File: src/rtl/pc_gen_reg_if.sv
// Fetch-control bus for the PC generator.
// The master side (fetch control) drives stall, redirect and halt/resume.
// The slave side (pc_gen_reg) returns the current PC and its status.
interface pc_gen_reg_if #(
  parameter int WIDTH = 16
);

  logic             stall;
  logic             redirect_valid;
  logic [WIDTH-1:0] redirect_target;
  logic             halt_req;
  logic             resume;
  logic [WIDTH-1:0] pc;
  logic [WIDTH-1:0] pc_plus_inc;
  logic             pc_valid;
  logic             halted;

  modport master (
    output stall, redirect_valid, redirect_target, halt_req, resume,
    input  pc, pc_plus_inc, pc_valid, halted
  );

  modport slave (
    input  stall, redirect_valid, redirect_target, halt_req, resume,
    output pc, pc_plus_inc, pc_valid, halted
  );

endinterface

File: src/rtl/pc_gen_reg.sv
// Program-counter generator and register for the fetch stage.
// The PC advances by INC each cycle, holds on stall and loads a branch or jump
// target on redirect. A two-state RUN/HALTED FSM freezes the PC on halt_req and
// restarts it at pc+INC on resume. Wrap-around at 2^WIDTH is silent.
module pc_gen_reg #(
  parameter int               WIDTH     = 16,
  parameter logic [WIDTH-1:0] RESET_VEC = {WIDTH{1'b0}},
  parameter logic [WIDTH-1:0] INC       = WIDTH'(2)
) (
  input  logic        clk,
  input  logic        rst,
  pc_gen_reg_if.slave bus
);

  typedef enum logic {
    ST_RUN    = 1'b0,
    ST_HALTED = 1'b1
  } state_t;

  state_t           r_state;
  logic [WIDTH-1:0] r_pc;
  logic             r_pc_valid;
  logic             r_halted;
  logic [WIDTH-1:0] w_pc_plus_inc;

  // Sequential step; the sum is truncated to WIDTH bits, so it wraps modulo 2^WIDTH.
  function automatic logic [WIDTH-1:0] f_step(input logic [WIDTH-1:0] pc_in);
    f_step = pc_in + INC;
  endfunction

  assign w_pc_plus_inc = f_step(r_pc);

  // RUN/HALTED FSM with the PC register and registered status outputs.
  always_ff @(posedge clk or posedge rst) begin
    if (rst) begin
      r_state    <= ST_RUN;
      r_pc       <= RESET_VEC;
      r_pc_valid <= 1'b1;
      r_halted   <= 1'b0;
    end else begin
      case (r_state)
        ST_RUN: begin
          if (bus.redirect_valid) begin
            // A redirect wins over both stall and halt_req.
            r_pc       <= bus.redirect_target;
            r_pc_valid <= 1'b1;
            r_halted   <= 1'b0;
          end else if (bus.stall) begin
            // Hold. A pending halt_req is seen again once the stall clears.
            r_pc       <= r_pc;
            r_pc_valid <= 1'b1;
            r_halted   <= 1'b0;
          end else if (bus.halt_req) begin
            // The PC stays on the HLT instruction while halted.
            r_state    <= ST_HALTED;
            r_pc       <= r_pc;
            r_pc_valid <= 1'b0;
            r_halted   <= 1'b1;
          end else begin
            r_pc       <= w_pc_plus_inc;
            r_pc_valid <= 1'b1;
            r_halted   <= 1'b0;
          end
        end
        ST_HALTED: begin
          if (bus.resume) begin
            // Execution continues after the HLT. halt_req is not looked at here.
            r_state    <= ST_RUN;
            r_pc       <= w_pc_plus_inc;
            r_pc_valid <= 1'b1;
            r_halted   <= 1'b0;
          end else begin
            r_pc       <= r_pc;
            r_pc_valid <= 1'b0;
            r_halted   <= 1'b1;
          end
        end
        default: begin
          r_state    <= ST_RUN;
          r_pc       <= RESET_VEC;
          r_pc_valid <= 1'b1;
          r_halted   <= 1'b0;
        end
      endcase
    end
  end

  assign bus.pc          = r_pc;
  assign bus.pc_plus_inc = w_pc_plus_inc;
  assign bus.pc_valid    = r_pc_valid;
  assign bus.halted      = r_halted;

endmodule

File: src/flat_wrapper.sv
// flat-port wrapper written by rule: the top's interface ports become plain ports
module pc_gen_reg_flat 
#(
  parameter int               WIDTH     = 16,
  parameter logic [WIDTH-1:0] RESET_VEC = {WIDTH{1'b0}},
  parameter logic [WIDTH-1:0] INC       = WIDTH'(2)
)
  (clk, rst, bus_stall, bus_redirect_valid, bus_redirect_target, bus_halt_req, bus_resume, bus_pc, bus_pc_plus_inc, bus_pc_valid, bus_halted);
  pc_gen_reg_if #(.WIDTH(WIDTH)) bus_i ();
  input  logic clk;
  input  logic rst;
  input wire logic [$bits(bus_i.stall)-1:0] bus_stall;
  input wire logic [$bits(bus_i.redirect_valid)-1:0] bus_redirect_valid;
  input wire logic [$bits(bus_i.redirect_target)-1:0] bus_redirect_target;
  input wire logic [$bits(bus_i.halt_req)-1:0] bus_halt_req;
  input wire logic [$bits(bus_i.resume)-1:0] bus_resume;
  output wire logic [$bits(bus_i.pc)-1:0] bus_pc;
  output wire logic [$bits(bus_i.pc_plus_inc)-1:0] bus_pc_plus_inc;
  output wire logic [$bits(bus_i.pc_valid)-1:0] bus_pc_valid;
  output wire logic [$bits(bus_i.halted)-1:0] bus_halted;
  assign bus_i.stall = bus_stall;
  assign bus_i.redirect_valid = bus_redirect_valid;
  assign bus_i.redirect_target = bus_redirect_target;
  assign bus_i.halt_req = bus_halt_req;
  assign bus_i.resume = bus_resume;
  assign bus_pc = bus_i.pc;
  assign bus_pc_plus_inc = bus_i.pc_plus_inc;
  assign bus_pc_valid = bus_i.pc_valid;
  assign bus_halted = bus_i.halted;
  pc_gen_reg #(.WIDTH(WIDTH), .RESET_VEC(RESET_VEC), .INC(INC)) u_core (.clk(clk), .rst(rst), .bus(bus_i));
endmodule
File: config.mk
export PLATFORM = sky130hd
export DESIGN_NAME = pc_gen_reg_flat
export DESIGN_NICKNAME = d
export VERILOG_FILES = /design/src/rtl/pc_gen_reg_if.sv /design/src/rtl/pc_gen_reg.sv /design/src/flat_wrapper.sv
export SDC_FILE = /design/constraint.sdc
export NUM_CORES = 1
export LEC_CHECK = 0
export CORE_ASPECT_RATIO = 1.4
export CORE_MARGIN = 4
export CORE_UTILIZATION = 44
export CTS_CLUSTER_SIZE = 14
export DETAILED_ROUTE_END_ITERATION = 6
export MAX_ROUTING_LAYER = met4
export PLACE_DENSITY_LB_ADDON = 0.08
export SLEW_MARGIN = 10
export SYNTH_ARGS = -nofsm -noshare
export SYNTH_HDL_FRONTEND = slang
export SYNTH_SLANG_ARGS = --single-unit
File: constraint.sdc
create_clock -name clk -period 3.7 [get_ports clk]
set_clock_uncertainty 0.05 [all_clocks]
set_input_delay 0.37 -clock clk [delete_from_list [all_inputs] [get_ports clk]]
set_output_delay 0.37 -clock clk [all_outputs]
set_load 0.01 [all_outputs]
==> impl_metrics.csv <==
group,metric,value,unit
status,status,"finished, final reports clean",
logic_synthesis,synthCells,133,
clocking,htreeDepth,1,
grt,grt_start_max_net_pins,22,
power_and_ir_drop,leakage,0.709,nW
routing,routed_wl,3.23,mm
critical_path,critPathMaxFanout,7,
die,start_util,0.466,
critical_path,max_stage_delay,0.52,ns
critical_path,critical_path_buf_inv_count,1,
sta,final-setup-viol-count,0,
clocking,cts_root_buf,"clkbuf_4",
die,coreArea,2640,µm²
critical_path,crit_arrival,2.42,ns
sta,fin_setup_tns,0,ns
sta,min_period,2.84,ns
clocking,clk_pin_slew,0.11,ns
routing,antenna_left,0,
die,die_width,52.7,µm
sta,rsz0062_at_grt,"false",
power_and_ir_drop,cellPowerDensity,496,nW/µm²
grt,grt_pass1_vias,1250,
grt,use_met1,0.228,
finish,num-nets-final,207,
clocking,clock-sinks,18,
placed_design,gpl.final_weighted_congestion,0.754,
critical_path,worst_setup_path_start_kind,"flop",
finish,area_growth,44.0,%
clocking,cts_buffers,3,
routing,dr.pass1.iters,4,
logic_synthesis,synth_top_area_cell,"dfrtp_1",
finish,seqCellArea,452,µm²
critical_path,critical-path-slowest-cell,"clkdlybuf4s50_1",
sta,slew_headroom,0.533,
logic_synthesis,synth.area.top_cells,"dfrtp_1, xnor2_1, nand2_1",
hold_path,min_path_type,"input pin to async pin",
logic_synthesis,synth_largest_type_area_fraction,0.346,
logic_synthesis,synthesis.area,1230,µm²
routing,viasPerCell,5.59,
die,dieHeight,70.6,µm
sta,fmax,0.352,GHz
die,std_cell_rows,22,
clocking,hold_buffers,0,
run,max_cap_violations,0,
grt,grt_pass1_wl,5.33,mm
routing,num_vias,1224,
routing,drc_errors,0,
finish,antenna_cells,0,
power_and_ir_drop,peakVddDrop,0.237,mV
placed_design,dp_hpwl,2.44,mm
critical_path,worstPathCellList,"ha_1 > and3_1 > nand2_1 > or3_1 > nand2_1 > clkdlybuf4s50_1",
die,io_pins,56,
finish,drive_above_1_share,0.0656,
logic_synthesis,synth.distinct_cells,44,
clocking,cts_buffer_depth,2,
clocking,clk_latency,0.31,ns
logic_synthesis,synth_area_per_cell,9.26,µm²
sta,period_share,0.768,
critical_path,endpoint_kind,"primary output",
finish,n_fill_cell,247,
critical_path,cpLargestDelayFamily,"simple AND/OR/NAND/NOR gates",
grt,use_met2,0.326,
die,dieArea,3720,µm²
clocking,cts_tree,"done",
sta,slew_viol_final,0,
grt,grt_busiest_layer,"met2",
routing,drtIter0Drc,22,
sta,tightest_slew,0.700,ns
finish,multi_input_area,677,µm²
grt,grt_overflow,0,
grt,gr-usage-all-layers,0.192,
placed_design,io_buffers,55,
clocking,postCtsResizedCells,0,
critical_path,critPathRequiredTime,3.28,ns
grt,grt_antenna_before_repair,0,
logic_synthesis,yosysWarningCount,0,
clocking,post-cts-setup-buffer-count,0,
logic_synthesis,synth_seq_area_share,0.367,
sta,hold_violations,0,
critical_path,crit_type,"flop to primary output",
logic_synthesis,syn-num-nets,156,
critical_path,crit_path_frequent_cell,"nand2_1",
sta,timing.hold.ws,0.423,ns
routing,wl_per_cell,14.7,µm
grt,grt_use_met3,0.0211,
logic_synthesis,ys_seq_elements,18,
state kept, by name, summed over array words and instances (netlist names):
name                 cells
u_core.bus.pc           16
u_core.bus.pc_valid      1
u_core.r_state           1
final timing paths:
check	startpoint	end	slack, ns	cells after the start
max reg2reg	u_core.bus.pc[1]$_DFFE_PP0P_	u_core.bus.pc[11]$_DFFE_PP0P_	1.90	5
max	u_core.bus.pc[1]$_DFFE_PP0P_	bus_pc_plus_inc[11]	0.86	6
min reg2reg	u_core.bus.pc[0]$_DFFE_PP0P_	u_core.bus.pc[0]$_DFFE_PP0P_	0.47	2
min in group clk	u_core.bus.pc[0]$_DFFE_PP0P_	u_core.bus.pc[0]$_DFFE_PP0P_	0.47	2
max in group asynchronous	rst	u_core.bus.pc[3]$_DFFE_PP0P_	2.73	2
min	rst	u_core.bus.pc[2]$_DFFE_PP0P_	0.42	2
cells in the final DEF (no fill, tap or decap), types with 2 or more instances in the layout:
master and instances:
a21o_1 2, a21oi_1 7, a221o_1 2, a22oi_1 4
a2bb2oi_1 3, a31oi_1 2, and2_1 2, and3_1 3
clkbuf_4 3, clkdlybuf4s50_1 55, dfrtp_1 17, inv_1 4
nand2_1 15, nand3_1 10, nand4_4 2, nor2_1 6
o21ai_0 6, o22ai_1 4, or4_1 2, xnor2_1 10
xor2_1 2
cell type report:
| cell class | count | share of cell area |
|---|---|---|
| sequential | 18 | 0.255 |
| tap | 36 | 0.0254 |
| clock buffer | 4 | 0.0148 |
| timing repair buffer | 56 | 0.315 |
| inverter | 4 | 0.00847 |
| multi-input combinational | 101 | 0.382 |
report_power, final:
part / total (mW) / leakage, nW / switching [mW] / internal, mW
clock network: 0.108 / 0.0150 / 0.0654 / 0.0421
logic: 0.457 / 0.487 / 0.190 / 0.267
registers: 0.315 / 0.208 / 0.0738 / 0.241
layer usage:
layer | vias up | wire, µm
met3 | 3 | 208
met1 | 584 | 1310
met2 | 47 | 1680
li1 | 590 | -
met5 | - | 0
met4 | 0 | 30
through the flow:
| stage | util | total power [mW] | instances | cell area, µm² | setup WS, ns |
|---|---|---|---|---|---|
| floorplan | - | 0.536 | 133 | 1230 | 1.78 |
| global placement | 0.661 | 0.767 | 215 | 1750 | 1.25 |
| detailed placement | 0.661 | 0.780 | 215 | 1750 | 1.19 |
| CTS | 0.671 | 0.887 | 219 | 1770 | 0.848 |
| global route | 0.671 | 0.939 | 219 | 1770 | 0.719 |
| finish | 0.671 | 0.880 | 219 | 1770 | 0.859 |
kinds of logic (layout without fill, tap and decap cells):
family | after synthesis | in the layout | share of synthesized area
buf+inv | 14 | 64 | 0.0833
compound gates | 36 | 36 | 0.201
xor+xnor | 12 | 12 | 0.0854
flops | 18 | 18 | 0.367
fa+ha+maj | 1 | 1 | 0.0102
simple gates | 52 | 52 | 0.253
synthesized netlist by cell type (all sizes together):
cell type and count:
o31ai 2, a22oi 4, and3 3, xnor2 10, nor3b 1, or2b 1
xor2 2, dfstp 1, o31a 1, ha 1, and2 2, and4 3
a21o 2, and2b 1, nor4 1, a2bb2oi 3, nand4 3, o41ai 1
o21ai 6, nor2 6, o211ai 1, buf 7, a21oi 7, nand2b 1
a31oi 2, or3 1, a221o 2, or4 2, inv 4, o22ai 4
dfrtp 17, nand2 15, clkbuf 3, nand3 11, a22o 1, nor3 1
(Power assumes the default switching activity.)
